===== src/rtl/multi_timer.sv =====
// N-channel timer/counter peripheral with one-shot, auto-reload and square-wave modes,
// sticky write-1-to-clear pending flags and an aggregated masked interrupt.
module multi_timer #(
  parameter int N_CH   = 2,
  parameter int CNT_W  = 32,
  parameter int ADDR_W = 4
) (
  input  logic              clk,
  input  logic              reset,
  input  logic [ADDR_W-1:0] PrAddr,
  input  logic              WE,
  input  logic [31:0]       DataIn,
  output logic [31:0]       DataOut,
  output logic              InterruptRequest,
  output logic [N_CH-1:0]   ChIrq,
  output logic [N_CH-1:0]   WaveOut
);

  typedef enum logic [1:0] {
    MODE_ONESHOT = 2'b00,
    MODE_RELOAD  = 2'b01,
    MODE_SQUARE  = 2'b10,
    MODE_HOLD    = 2'b11
  } mode_e;

  localparam logic [ADDR_W-1:0] STATUS_ADDR = ADDR_W'(4 * N_CH);

  logic [N_CH-1:0]  en_q, en_d, im_q, im_d, pend_q, pend_d, wave_q, wave_d;
  mode_e            mode_q [N_CH];
  mode_e            mode_d [N_CH];
  logic [CNT_W-1:0] preset_q [N_CH];
  logic [CNT_W-1:0] preset_d [N_CH];
  logic [CNT_W-1:0] count_q [N_CH];
  logic [CNT_W-1:0] count_d [N_CH];

  logic [N_CH-1:0]  ctrl_wr, preset_wr, running, fire, status_clr;

  always_comb begin
    ctrl_wr    = '0;
    preset_wr  = '0;
    running    = '0;
    fire       = '0;
    status_clr = (WE && PrAddr == STATUS_ADDR) ? DataIn[N_CH-1:0] : '0;
    for (int c = 0; c < N_CH; c++) begin
      ctrl_wr[c]   = WE && (PrAddr == ADDR_W'(4 * c));
      preset_wr[c] = WE && (PrAddr == ADDR_W'(4 * c + 1));
      running[c]   = en_q[c] && (mode_q[c] != MODE_HOLD);
      fire[c]      = running[c] && (count_q[c] == '0);
    end
  end

  // Counting and event handling first; a CTRL write then overrides the
  // control fields, and an EN 0->1 arm overrides COUNT with PRESET.
  always_comb begin
    en_d   = en_q;
    im_d   = im_q;
    pend_d = pend_q;
    wave_d = wave_q;
    for (int c = 0; c < N_CH; c++) begin
      mode_d[c]   = mode_q[c];
      count_d[c]  = count_q[c];
      preset_d[c] = preset_wr[c] ? DataIn[CNT_W-1:0] : preset_q[c];
      if (running[c]) begin
        if (!fire[c]) begin
          count_d[c] = count_q[c] - CNT_W'(1);
        end else begin
          case (mode_q[c])
            MODE_ONESHOT: en_d[c] = 1'b0;
            MODE_RELOAD:  count_d[c] = preset_q[c];
            MODE_SQUARE: begin
              count_d[c] = preset_q[c];
              wave_d[c]  = ~wave_q[c];
            end
            default: ;
          endcase
        end
      end
      pend_d[c] = (pend_q[c] & ~status_clr[c]) | fire[c];
      if (ctrl_wr[c]) begin
        en_d[c]   = DataIn[0];
        mode_d[c] = mode_e'(DataIn[2:1]);
        im_d[c]   = DataIn[3];
        if (DataIn[0] && !en_q[c]) count_d[c] = preset_q[c];
      end
    end
  end

  always_ff @(posedge clk or posedge reset) begin
    if (reset) begin
      en_q   <= '0;
      im_q   <= '0;
      pend_q <= '0;
      wave_q <= '0;
      for (int c = 0; c < N_CH; c++) begin
        mode_q[c]   <= MODE_ONESHOT;
        preset_q[c] <= '0;
        count_q[c]  <= '0;
      end
    end else begin
      en_q   <= en_d;
      im_q   <= im_d;
      pend_q <= pend_d;
      wave_q <= wave_d;
      for (int c = 0; c < N_CH; c++) begin
        mode_q[c]   <= mode_d[c];
        preset_q[c] <= preset_d[c];
        count_q[c]  <= count_d[c];
      end
    end
  end

  always_comb begin
    DataOut = '0;
    for (int c = 0; c < N_CH; c++) begin
      if (PrAddr[ADDR_W-1:2] == (ADDR_W-2)'(c)) begin
        case (PrAddr[1:0])
          2'd0:    DataOut = {28'b0, im_q[c], mode_q[c], en_q[c]};
          2'd1:    DataOut = 32'(preset_q[c]);
          2'd2:    DataOut = 32'(count_q[c]);
          default: ;
        endcase
      end
    end
    if (PrAddr == STATUS_ADDR) DataOut = 32'(pend_q);
  end

  assign ChIrq            = pend_q & im_q;
  assign InterruptRequest = |ChIrq;
  assign WaveOut          = wave_q;

endmodule


===== config.mk =====
export PLATFORM = sky130hd
export DESIGN_NAME = multi_timer
export DESIGN_NICKNAME = d
export VERILOG_FILES = /design/src/rtl/multi_timer.sv
export SDC_FILE = /design/constraint.sdc
export NUM_CORES = 1
export LEC_CHECK = 0
export ABC_AREA = 0
export ABC_CLOCK_PERIOD_IN_PS = 6400
export BUFFER_PORTS_ARGS = -buffer_cell sky130_fd_sc_hd__buf_2
export CAP_MARGIN = 5
export CORE_MARGIN = 2
export CORE_UTILIZATION = 67
export CTS_BUF_LIST = sky130_fd_sc_hd__clkbuf_4
export DETAILED_ROUTE_END_ITERATION = 8
export PLACE_DENSITY = 0.88
export SLEW_MARGIN = 20
export SYNTH_ARGS = -nofsm -noshare
export SYNTH_HDL_FRONTEND = slang
export SYNTH_SLANG_ARGS = --single-unit

===== constraint.sdc =====
create_clock -name clk -period 6.4 [get_ports clk]
set_input_delay 0.64 -clock clk [delete_from_list [all_inputs] [get_ports clk]]
set_output_delay 0.64 -clock clk [all_outputs]
set_load 0.01 [all_outputs]

==> flow_metrics.tcl <==
set metrics [dict create \
    status "complete, no violations" \
    synthFlopType "dfrtp_1" \
    ant_nets 0 \
    grtUsageTotal 0.378 \
    overflow 0 \
    synth_area_sq_um 8960 \
    port_buffers 75 \
    cts_made_buffers 17 \
    syn2layout_area_growth_pct 7.99 \
    htreeDepth 4 \
    ys_ff_latch 140 \
    core_sq_um 13100 \
    die_y_um 120 \
    final_cell_count_no_fill 1138 \
    cts.reportedPaths.clkPinSlew_ps 130 \
    hold_path_class "in2async" \
    crit_type "reg2reg" \
    async_flop_share 1.00 \
    drtPass1Iterations 8 \
    cts_tree "yes" \
    hold_viol 0 \
    fin_area_sq_um 9680 \
    rsz0062_at_grt "false" \
    worstPathRequired_ps 6820 \
    worst_clock_skew_ps 24.0 \
    clockBufferDepth 2 \
    routedWlPerCell_um 23.4 \
    ys_seq_area_frac 0.391 \
    setup_viol 0 \
    finalWirelength_um 26600 \
    hold_slack_ps 157 \
    grt_pass1_wl_um 42000 \
    power.leakage_uw 0.00372 \
    vias 8386 \
    cp-start-kind "register" \
    grt_pass1_vias 7736 \
    syn_nets 979 \
    fin_ws_ps 2970 \
    pre_cts_slack_ps 2850 \
    finalSetupTns_ps 0 \
    finalNetCount 995 \
    final.min_clock_period_ps 3430 \
    drt_iter0_drc 1378 \
    cts_hold_buffers 0 \
    die_w_um 120 \
    cap_viol_max_count 0 \
    antenna_found_initial 1 \
    fmax_mhz 292 \
    powerDensity_nw_per_um2 350 \
    cts_setup_buffers 0 \
    synth_cells 932 \
    relSlewSlack 0.268 \
    tightest_slew_ps 1090 \
    yosys_warnings 0 \
    grt_max_degree 72 \
    ir_drop_mv 0.196 \
    drc 0 \
    num_rows 42 \
    synth_cell_types 68 \
    initial_core_util 0.682 \
    syn_avg_cell_area_sq_um 9.61 \
    hpwlAfterDp_um 17700 \
    critical_path_arrival_ps 3850 \
    path_max_fanout 16 \
    clk_latency_ps 580 \
    die_area_sq_um 14300 \
    slew_violations 0 \
    postCtsResizedCells 0 \
    ios 76 \
    place_inst 1105 \
    placed_cell_area_sq_um 9340 \
    gp_congestion 0.954 \
    synth_edf_count 0 \
    fillers 969 \
    period_share 0.535 \
    viasPerCell 7.37 \
    drive_gt1_frac 0.231 \
    cts_root_buffer "clkbuf_4" \
    clock-sinks 140 \
    endpoint_kind "register" \
]
==> registers in the layout, summed over array words and instances (netlist names) <==
register  count
mode_q        4
im_q          2
count_q      64
en_q          2
pend_q        2
preset_q     64
WaveOut       2
==> layout make-up <==
class / instances / area [sq um] / area share
multi-input combinational: 688 / 5090 / 0.526
sequential: 140 / 3500 / 0.362
timing repair buffer: 87 / 465 / 0.0481
tap: 176 / 220 / 0.0228
clock inverter: 14 / 200 / 0.0207
clock buffer: 18 / 135 / 0.0140
inverter: 14 / 57.6 / 0.00595
antenna: 1 / 2.50 / 0.000259
==> cell usage after synthesis, types with 3 or more instances <==
library cell / instances / area share
nor2_1: 44 / 0.018
nand2_1: 37 / 0.016
buf_1: 10 / 0.0042
a311oi_1: 6 / 0.0059
xor2_1: 4 / 0.0039
o21a_1: 4 / 0.0034
o41ai_1: 4 / 0.0039
and3_1: 3 / 0.0021
o22ai_1: 61 / 0.043
o2111a_1: 3 / 0.0038
xnor2_1: 28 / 0.027
nor3b_1: 3 / 0.0025
or2_2: 4 / 0.0028
nor3_1: 28 / 0.016
nand2b_1: 8 / 0.0056
or3_1: 22 / 0.015
o31ai_1: 6 / 0.0050
nor2b_1: 14 / 0.0098
nor4b_1: 3 / 0.0029
nand3_1: 19 / 0.011
o211ai_1: 3 / 0.0025
inv_1: 14 / 0.0059
ha_1: 8 / 0.011
and4_1: 3 / 0.0029
and2_1: 4 / 0.0028
a31oi_1: 7 / 0.0049
nand4_1: 8 / 0.0056
a221oi_1: 22 / 0.022
a2111oi_0: 3 / 0.0029
o21ai_0: 34 / 0.019
a211oi_1: 29 / 0.024
a21oi_1: 20 / 0.011
nor4_1: 25 / 0.017
clkbuf_1: 76 / 0.032
mux2_2: 83 / 0.10
a22oi_1: 56 / 0.047
or4_1: 7 / 0.0059
dfrtp_1: 140 / 0.39
mux2i_1: 43 / 0.048
==> metal layers <==
layer / vias to the layer above / global-route usage / wire, um
met2: 593 / 0.576 / 12100
li1: 3643 / - / -
met3: 80 / 0.0713 / 2720
met1: 4070 / 0.527 / 10700
met4: 0 / 0.174 / 1130
met5: - / 0 / 0
==> report_power, final <==
part           switching [uW]  internal, uW  total [uW]
Sequential                451          1140        1600
Clock                     336           348         683
Combinational             568           539        1110
Total                    1350          2030        3390
==> path summary, 6_finish.rpt <==
kind                                       endpoint  cells past startpoint                   start  slack, ps
hold / removal               WaveOut[1]$_DFFE_PP0P_                      2                   reset        160
hold reg to reg              WaveOut[1]$_DFFE_PP0P_                      1  WaveOut[1]$_DFFE_PP0P_        470
max in group asynchronous  preset_q[14]$_DFFE_PP0P_                      3                   reset       4840
setup / recovery              count_q[51]$_DFF_PP0_                      8   count_q[32]$_DFF_PP0_       2970
setup reg to reg              count_q[51]$_DFF_PP0_                      8   count_q[32]$_DFF_PP0_       2970
min in group clk           preset_q[13]$_DFFE_PP0P_                      2              DataIn[13]        320
==> through the flow <==
| stage | util | power (uW) |
|---|---|---|
| after floorplan | - | 2330 |
| after global placement | 0.711 | 2620 |
| after detailed placement | 0.711 | 2660 |
| after CTS | 0.736 | 3350 |
| after global routing | 0.736 | 3560 |
| final | 0.736 | 3390 |
==> kinds of logic after synthesis <==
family	after synthesis	synth area share
adder cells (fa/ha/maj)	8	0.0112
AO/OA/AOI/OAI	277	0.217
flip-flops	140	0.391
XOR/XNOR	32	0.0313
multiplexers	126	0.152
buffers and inverters	104	0.0455
AND/OR/NAND/NOR	245	0.152
==> critical path: stages (launching register included) <==
cell       delay (ps)
dfrtp_1           500
inv_1              90
ha_1              210
or4b_1            630
nor3_1            330
nand4_1           570
buf_4             450
a2111oi_0         390
a221oi_1           90
==> placed cells by master, fill, tap and decap left out, drive strengths merged, types with 22 or more instances in the layout <==
master / n
a221oi: 22
o21ai: 34
nor4: 27
dfrtp: 140
nand2: 37
xnor2: 28
a211oi: 30
or3: 23
mux2i: 43
mux2: 83
buf: 87
nor2: 44
a22oi: 56
nor3: 28
o22ai: 61
No activity file was read; power rests on OpenSTA's default activity.
